===== src/rtl/enc16to4_seq_pkg.sv =====
// -----------------------------------------------------------------------------
// enc_pkg
// Shared constants and the FSM state type for the sequential 16-to-4 encoder.
//   ENC_N       : request vector width (16)
//   ENC_IDX_W   : encoded index width (log2 of ENC_N)
//   enc_state_t : ENC_IDLE waits for a vector, ENC_EMIT streams its indices
// -----------------------------------------------------------------------------
package enc_pkg;

  localparam int ENC_N     = 16;
  localparam int ENC_IDX_W = 4;

  typedef enum logic [0:0] {
    ENC_IDLE = 1'b0,
    ENC_EMIT = 1'b1
  } enc_state_t;

endpackage : enc_pkg


===== src/rtl/enc16to4_seq_lsb_find16.sv =====
// -----------------------------------------------------------------------------
// lsb_find16
// Combinational lowest-set-bit finder over a 16-bit vector indexed [0:15].
// Ports:
//   vec    in  [0:15] vector to scan; vec[k] set means index k is present
//   idx    out [3:0]  lowest k with vec[k] set (0 when vec is all-zero)
//   any    out        at least one bit of vec is set
//   single out        exactly one bit of vec is set
// -----------------------------------------------------------------------------
module lsb_find16 (
  input  logic [0:15] vec,
  output logic [3:0]  idx,
  output logic        any,
  output logic        single
);

  // Scan from the top down so the lowest set index is the last one written.
  always_comb begin
    idx = '0;
    for (int k = 15; k >= 0; k--) begin
      if (vec[k]) begin
        idx = 4'(k);
      end
    end
  end

  // x & (x - 1) clears exactly one set bit, so a zero result with x nonzero
  // means a single bit was set; this holds regardless of bit numbering.
  assign any    = |vec;
  assign single = any && ((vec & (vec - 16'd1)) == 16'd0);

endmodule : lsb_find16


===== src/rtl/enc16to4_seq.sv =====
// -----------------------------------------------------------------------------
// enc16to4_seq
// Sequential 16-to-4 encoder. Accepts a request vector on a valid/ready
// handshake and streams the index of every set bit, lowest first, one beat
// per set bit. An all-zero vector yields a single marker beat (out_none=1).
//
// Configuration macro: ENC_MULTIHOT_FLAG_EN adds the multi_hot output, a
// one-cycle registered pulse in the cycle after acceptance of a vector with
// more than one bit set.
//
// Ports:
//   clk        in         rising-edge clock
//   rst_n      in         synchronous active-low reset
//   en         in         enable; gates acceptance of new vectors only
//   in_valid   in         a request vector is offered
//   in_ready   out        a vector can be accepted this cycle
//   y          in [0:N-1] request vector, y[k] set requests index k
//   out_valid  out        current beat on w is valid (registered)
//   out_ready  in         consumer accepts the current beat
//   w          out [IDX_W-1:0] index of the current beat (registered)
//   out_last   out        final beat of the vector (registered)
//   out_none   out        marker beat for an all-zero vector (registered)
//   multi_hot  out        multi-hot pulse (only with ENC_MULTIHOT_FLAG_EN)
// -----------------------------------------------------------------------------
module enc16to4_seq
  import enc_pkg::*;
#(
  parameter int N     = ENC_N,
  parameter int IDX_W = ENC_IDX_W
) (
  input  logic             clk,
  input  logic             rst_n,
  input  logic             en,
  input  logic             in_valid,
  output logic             in_ready,
  input  logic [0:N-1]     y,
  output logic             out_valid,
  input  logic             out_ready,
  output logic [IDX_W-1:0] w,
  output logic             out_last,
  output logic             out_none
`ifdef ENC_MULTIHOT_FLAG_EN
  ,
  output logic             multi_hot
`endif
);

  enc_state_t       state;
  enc_state_t       state_nxt;
  logic [0:N-1]     pending;
  logic [0:N-1]     pend_clr;
  logic [0:N-1]     find_in;
  logic [IDX_W-1:0] f_idx;
  logic             f_any;
  logic             f_single;
  logic             accept;
  logic             fire;

  // Remove the index currently on w from the pending set.
  function automatic logic [0:N-1] clear_bit(input logic [0:N-1]     vec,
                                             input logic [IDX_W-1:0] pos);
    logic [0:N-1] r;
    r = vec;
    for (int k = 0; k < N; k++) begin
      if (IDX_W'(k) == pos) begin
        r[k] = 1'b0;
      end
    end
    return r;
  endfunction

  // A single finder serves both cases: in IDLE it scans the incoming vector
  // to produce the first beat; in EMIT it scans what remains after the
  // current beat, so the next beat is ready in the register on the handshake.
  lsb_find16 u_find (
    .vec    (find_in),
    .idx    (f_idx),
    .any    (f_any),
    .single (f_single)
  );

  // State register
  always_ff @(posedge clk) begin
    if (!rst_n) begin
      state <= ENC_IDLE;
    end else begin
      state <= state_nxt;
    end
  end

  // Next-state logic
  always_comb begin
    state_nxt = state;
    case (state)
      ENC_IDLE: if (accept)            state_nxt = ENC_EMIT;
      ENC_EMIT: if (fire && out_last)  state_nxt = ENC_IDLE;
      default:                         state_nxt = ENC_IDLE;
    endcase
  end

  // Output / handshake logic
  always_comb begin
    in_ready = rst_n && en && (state == ENC_IDLE);
    accept   = in_valid && in_ready;
    fire     = out_valid && out_ready;
    pend_clr = clear_bit(pending, w);
    find_in  = (state == ENC_IDLE) ? y : pend_clr;
  end

  // ---- stage boundary: registered beat outputs and pending set ----
  always_ff @(posedge clk) begin
    if (!rst_n) begin
      pending   <= '0;
      out_valid <= 1'b0;
      w         <= '0;
      out_last  <= 1'b0;
      out_none  <= 1'b0;
    end else if (accept) begin
      pending   <= y;
      out_valid <= 1'b1;
      w         <= f_idx;
      // An all-zero vector is its own single, final marker beat.
      out_last  <= f_single || !f_any;
      out_none  <= !f_any;
    end else if (fire) begin
      pending   <= pend_clr;
      out_valid <= !out_last;
      w         <= f_idx;
      out_last  <= f_single;
      out_none  <= 1'b0;
    end
  end

`ifdef ENC_MULTIHOT_FLAG_EN
  // More than one bit set is exactly "some bit set but not a single one".
  always_ff @(posedge clk) begin
    if (!rst_n) begin
      multi_hot <= 1'b0;
    end else begin
      multi_hot <= accept && f_any && !f_single;
    end
  end
`endif

endmodule : enc16to4_seq

===== config.mk =====
export PLATFORM = sky130hd
export DESIGN_NAME = enc16to4_seq
export DESIGN_NICKNAME = d
export VERILOG_FILES = /design/src/rtl/enc16to4_seq_pkg.sv /design/src/rtl/enc16to4_seq_lsb_find16.sv /design/src/rtl/enc16to4_seq.sv
export SDC_FILE = /design/constraint.sdc
export NUM_CORES = 1
export LEC_CHECK = 0
export CAP_MARGIN = 20
export CORE_UTILIZATION = 58
export CTS_BUF_LIST = sky130_fd_sc_hd__clkbuf_16
export CTS_CLUSTER_SIZE = 30
export DETAILED_ROUTE_END_ITERATION = 16
export PLACE_DENSITY = 0.87
export SYNTH_ARGS = -nofsm -noshare
export SYNTH_HDL_FRONTEND = slang
export SYNTH_SLANG_ARGS = --single-unit

===== constraint.sdc =====
create_clock -name clk -period 5.05 [get_ports clk]
set_clock_uncertainty 0.15 [all_clocks]
set_input_delay 1.2625 -clock clk [delete_from_list [all_inputs] [get_ports clk]]
set_output_delay 1.2625 -clock clk [all_outputs]
set_load 0.02 [all_outputs]

* Word-level counts from Yosys, hierarchy flattened
Cells that the tools add are included.
Operators by class: add/sub/neg operators 1, multiplexer cells 46, bitwise gates (word level) 2, reduce and logical (&&, ||, !) cells 13, equal/unequal tests 15
Operator list (number):
- 4-bit two-way mux | 18
- 16-bit two-way mux | 3
- 4-bit == test, first input constant | 8
- 1-bit two-way mux | 24
- 16-bit AND | 1
- 3-bit by 4-bit == test with 1-bit output, first input constant | 4
- 16-bit logical NOT | 1
- 16-bit OR reduction | 1
- 16-bit by 1-bit subtractor with 16-bit output, second input constant | 1
- 2-bit by 4-bit == test with 1-bit output, first input constant | 2
- 1-bit logical AND | 6
- 1-bit by 4-bit == test with 1-bit output, first input constant | 1
- 4-bit logical NOT | 1
- 1-bit logical NOT | 2
- 1-bit one-hot mux with 2 select lines | 1
- 2-bit nonzero test | 1
- 1-bit logical OR | 1
- 1-bit NOT | 1
Storage, ports and cells: output and inout bits 8, logic and storage cells 83, register bits 24

* Logic depth before layout (Yosys ltp)
depth after elaboration 21, mapped depth 10, gate-level depth less buffers 7

* Cells and area by module
From an unflattened synthesis, not the netlist that was laid out.
Unflattened totals: cell total of the unflattened synthesis 218, area total of the unflattened synthesis 1649.1 µm²
Modules (own cells, without submodules):
- enc16to4_seq | instances 1, area an instance 1322.5 µm², cells each 164
- lsb_find16 | instances 1, area an instance 326.6 µm², cells each 54

* Worst setup path before layout
Ideal clock, no wire load.
kind input to register, start point input y[12] in the netlist's numbering, end point register out_last, arrival time 2934 ps, path slack 1878 ps, stages 8, data required time 4812 ps, buffers on the path 1, setup time 88 ps, cells stage by stage o21bai_1 o221ai_2 a2111oi_4 and3_1 buf_4 a21oi_1 or4_1 o32ai_2
Between the ends: cells in the longest elaborated chain, start to end 7, elaborated cells on any way between the ends 10
Ends and longest elaborated chain:
- start: declaration | line enc16to4_seq.sv:36 | input logic [0:N-1] y,
- 16-bit two-way mux * | line enc16to4_seq.sv:107 | find_in = (state == ENC_IDLE) ? y : pend_clr;
- 16-bit by 1-bit subtractor with 16-bit output | line enc16to4_seq_lsb_find16.sv:30 | assign single = any && ((vec & (vec - 16'd1)) == 16'd0);
- 16-bit AND | line enc16to4_seq_lsb_find16.sv:30
- 16-bit logical NOT | line enc16to4_seq_lsb_find16.sv:30
- 1-bit logical AND | line enc16to4_seq_lsb_find16.sv:30
- 1-bit two-way mux or 1-bit logical OR (tied branches) | line enc16to4_seq.sv:125, enc16to4_seq.sv:123
- 1-bit two-way mux * | line enc16to4_seq.sv:118 | end else if (accept) begin
- end signal: assignment | line enc16to4_seq.sv:123 | out_last <= f_single || !f_any;
- end signal: assignment | line enc16to4_seq.sv:129 | out_last <= f_single;
- end: declaration | line enc16to4_seq.sv:40 | output logic out_last,
Mark *: on every way between the ends. The rest lies on a longest branch, timed or not. The select of a mux whose other input is x is not followed. A chain may end at the register's enable or synchronous reset.

* Worst setup path in the final report
start point input rst_n, end point output in_ready
Between the ends: cells in the longest elaborated chain, start to end 2
Ends and longest elaborated chain:
- start: declaration | line enc16to4_seq.sv:32 | input logic rst_n,
- 1-bit logical AND (2 in series) | line enc16to4_seq.sv:103 | in_ready = rst_n && en && (state == ENC_IDLE);
- end: declaration | line enc16to4_seq.sv:35 | output logic in_ready,
No other way between the ends.

==> summary.txt <==
Detailed routing
  • Via density: 6.72
  • Avg WL per Cell: 17.3 um
  • DR iter-0 viols: 179
  • Vias: 2102
  • Routed WL: 5410 um
  • Post-DRT Antenna Nets: 0
  • Post-route DRC violation count: 0
  • DRT Pass-1 Iters: 5

CTS
  • CTS H-Tree Depth: 1
  • Clock Latency Late Sink: 0.26 ns
  • CTS Sinks: 24
  • Clock tree from TritonCTS: built
  • Post_cts resized: 0
  • Worst-path clk slew: 0.06 ns
  • Post-CTS Setup Bufs: 0
  • Max clock buf depth: 2
  • Clock Tree Root: clkbuf_16
  • CTS Buf Count: 3
  • Hold buffer count at cts: 0

Global route
  • First-pass GRT wire length: 8760 um
  • Total gr overflow: 0
  • Largest net degree at the start of global routing: 25
  • Vias in the first global route: 1898
  • Total Routing Usage GR: 33.5%
  • Initial antenna violation count: 0

Timing
  • Period utilization: 82.3%
  • Max Clock Freq: 241 MHz
  • Max transition margin: 49.0%
  • Final Hold Viols: 0
  • Final worst path period need: 4.16 ns
  • Setup TNS: 0 ns
  • Worst setup slack after layout: 0.893 ns
  • Max-slew violation count: 0
  • RSZ-0062 raised after global routing: no
  • Worst Max-Slew Pin Slew: 0.763 ns
  • Setup violations, final: 0

Synth
  • Post-Syn Area: 1870 sq um
  • Post-synthesis cell type count: 62
  • Synth warn: 0
  • Most common flop cell mapped by yosys: dfxtp_1
  • Synthesized flop and latch total: 24
  • Dominant cell type by area after synthesis: dfxtp_1
  • Mapped Avg Cell Area: 7.35 sq um
  • Syn nets: 275
  • Ranking of synthesized cells by area: dfxtp_1, a21oi_1, nand2_1, o211ai_1, nor2_1
  • Post-Syn Instances: 254
  • Post-synth EDFFs: 0
  • Top-area cell type share of the netlist area: 25.7%
  • Ys async rst share: 0%
  • Seq/Total Area, Yosys: 25.7%

Power
  • Max IR drop VDD: 191 uV
  • Pint: 353 uW
  • Sequential share of power: 41.4%
  • Switching power: 149 uW
  • Cell Pwr Density: 227 nW/um^2
  • Sw frac: 29.6%
  • Logic pwr share: 23.6%
  • Clock power share: 35.0%
  • Leakage: 0.000720 uW

Worst setup path
  • Setup slack, reg-to-reg: 1.77 ns
  • Startpoint types: input port
  • Crit end category: output pin
  • CP Data Arrival Time: 2.74 ns
  • WP data required: 3.64 ns
  • RR Startpoint: w[3]$_SDFFE_PN0P_
  • R2r worst-path depth: 7
  • FF-to-FF End: out_last$_SDFFE_PN0P_
  • Critical setup path kind: in -> out
  • CP max FO: 8

Floorplanning
  • Die H: 58.8 um
  • Ports: 29
  • Core region area: 3050 sq um
  • Die Wd: 58.8 um
  • Starting Density: 61.2%
  • Die area: 3450 sq um
  • Row cnt: 20

Cells and area
  • N_diodes: 0
  • Share of cells above drive strength 1: 5.95%
  • Filler cell count: 266
  • # nets final: 291
  • Area added between synthesis and finish: 18.2%

Outcome
  • Status: complete, no violations

Min path
  • Hold path cells: 2
  • Min-Delay Endpoint: out_valid$_SDFFE_PN0P_
  • Hold Crit Start: out_valid$_SDFFE_PN0P_
  • Hold Path Class: reg -> reg

Placement
  • DP HPWL: 3590 um
  • # port buffers: 28
  • Post-place setup slack: 0.901 ns
  • Placer Congestion: 0.949

Flow run
  • Maxcap violations: 0
## cells in the mapped netlist, drive strengths merged, types with 3 or more instances
| cell | number |
|---|---|
| and3 | 3 |
| buf | 10 |
| or4 | 3 |
| nand3 | 12 |
| nand2b | 3 |
| o22ai | 3 |
| o21ai | 7 |
| nor3 | 5 |
| o221ai | 3 |
| o311a | 6 |
| o311ai | 5 |
| nand2 | 39 |
| nor2b | 5 |
| a21oi | 29 |
| nor2 | 22 |
| inv | 8 |
| o211ai | 14 |
| nor4 | 3 |
| dfxtp | 24 |
| clkbuf | 9 |
## layout by cell type (no fill, tap or decap), drive strengths merged, types with 5 or more instances in the layout
| cell type | n |
|---|---|
| a21oi | 29 |
| clkdlybuf4s50 | 28 |
| dfxtp | 24 |
| inv | 8 |
| nand2 | 39 |
| nand3 | 12 |
| nor2 | 22 |
| nor2b | 5 |
| nor3 | 5 |
| o211ai | 14 |
| o21ai | 7 |
| o311a | 6 |
| o311ai | 5 |
## area by class of cell
cell class	instances	area (sq um)	area share [%]
timing repair buffer	30	295	13.4
clock buffer	3	75.1	3.40
tap	44	55.1	2.49
clock inverter	1	3.75	0.170
sequential	24	480	21.8
inverter	8	30.0	1.36
multi-input combinational	203	1270	57.5
## cells by family after synthesis
logic type	synth area share (%)
compound gates	37.2
simple gates	29.6
buf+inv	6.36
fa+ha+maj	0.536
mux	0.536
flops	25.7
## registers in the layout, summed over array words and instances (netlist names)
register / cells
w: 4
out_valid: 1
out_none: 1
pending: 16
out_last: 1
state: 1
## power groups by stage
stage	Sequential [uW]	Combinational [uW]	Clock, uW
2_1_floorplan	205	78.4	0
3_3_place_gp	211	113	0
3_5_place_dp	211	114	0
4_1_cts	207	116	175
5_1_grt	209	127	184
6_report	208	118	175
## per-layer routing
layer  vias to the layer above  share of wire [%]  GRT usage (%)
li1                        995                  -              -
met1                       975                 43           44.4
met2                       111                 45           50.6
met3                        21                8.7           8.57
met4                         0                3.3           15.6
met5                         -                  0              0
## worst max-delay path: stages
cell and delay (ns):
clkdlybuf4s50_1 0.66, and3_1 0.22, clkdlybuf4s50_1 0.60
## through the flow
stage	power, uW	util [%]	hold slack [ns]	instance area (sq um)	std cells
after floorplan	284	-	0.321	1870	254
after global placement	324	69.8	0.310	2130	309
after detailed placement	326	69.8	0.326	2130	309
after CTS	498	72.3	0.336	2210	313
after global routing	520	72.3	0.355	2210	313
final	501	72.3	0.333	2210	313
## worst max-delay path by stage
stage | start | end | slack (ns)
after floorplan | y[12] | out_last$_SDFFE_PN0P_ | 1.88
after CTS | rst_n | in_ready | 0.90
final | rst_n | in_ready | 0.89
after global placement | rst_n | in_ready | 0.92
after detailed placement | rst_n | in_ready | 0.90
after global routing | rst_n | in_ready | 0.86
(Power assumes the default switching activity.)
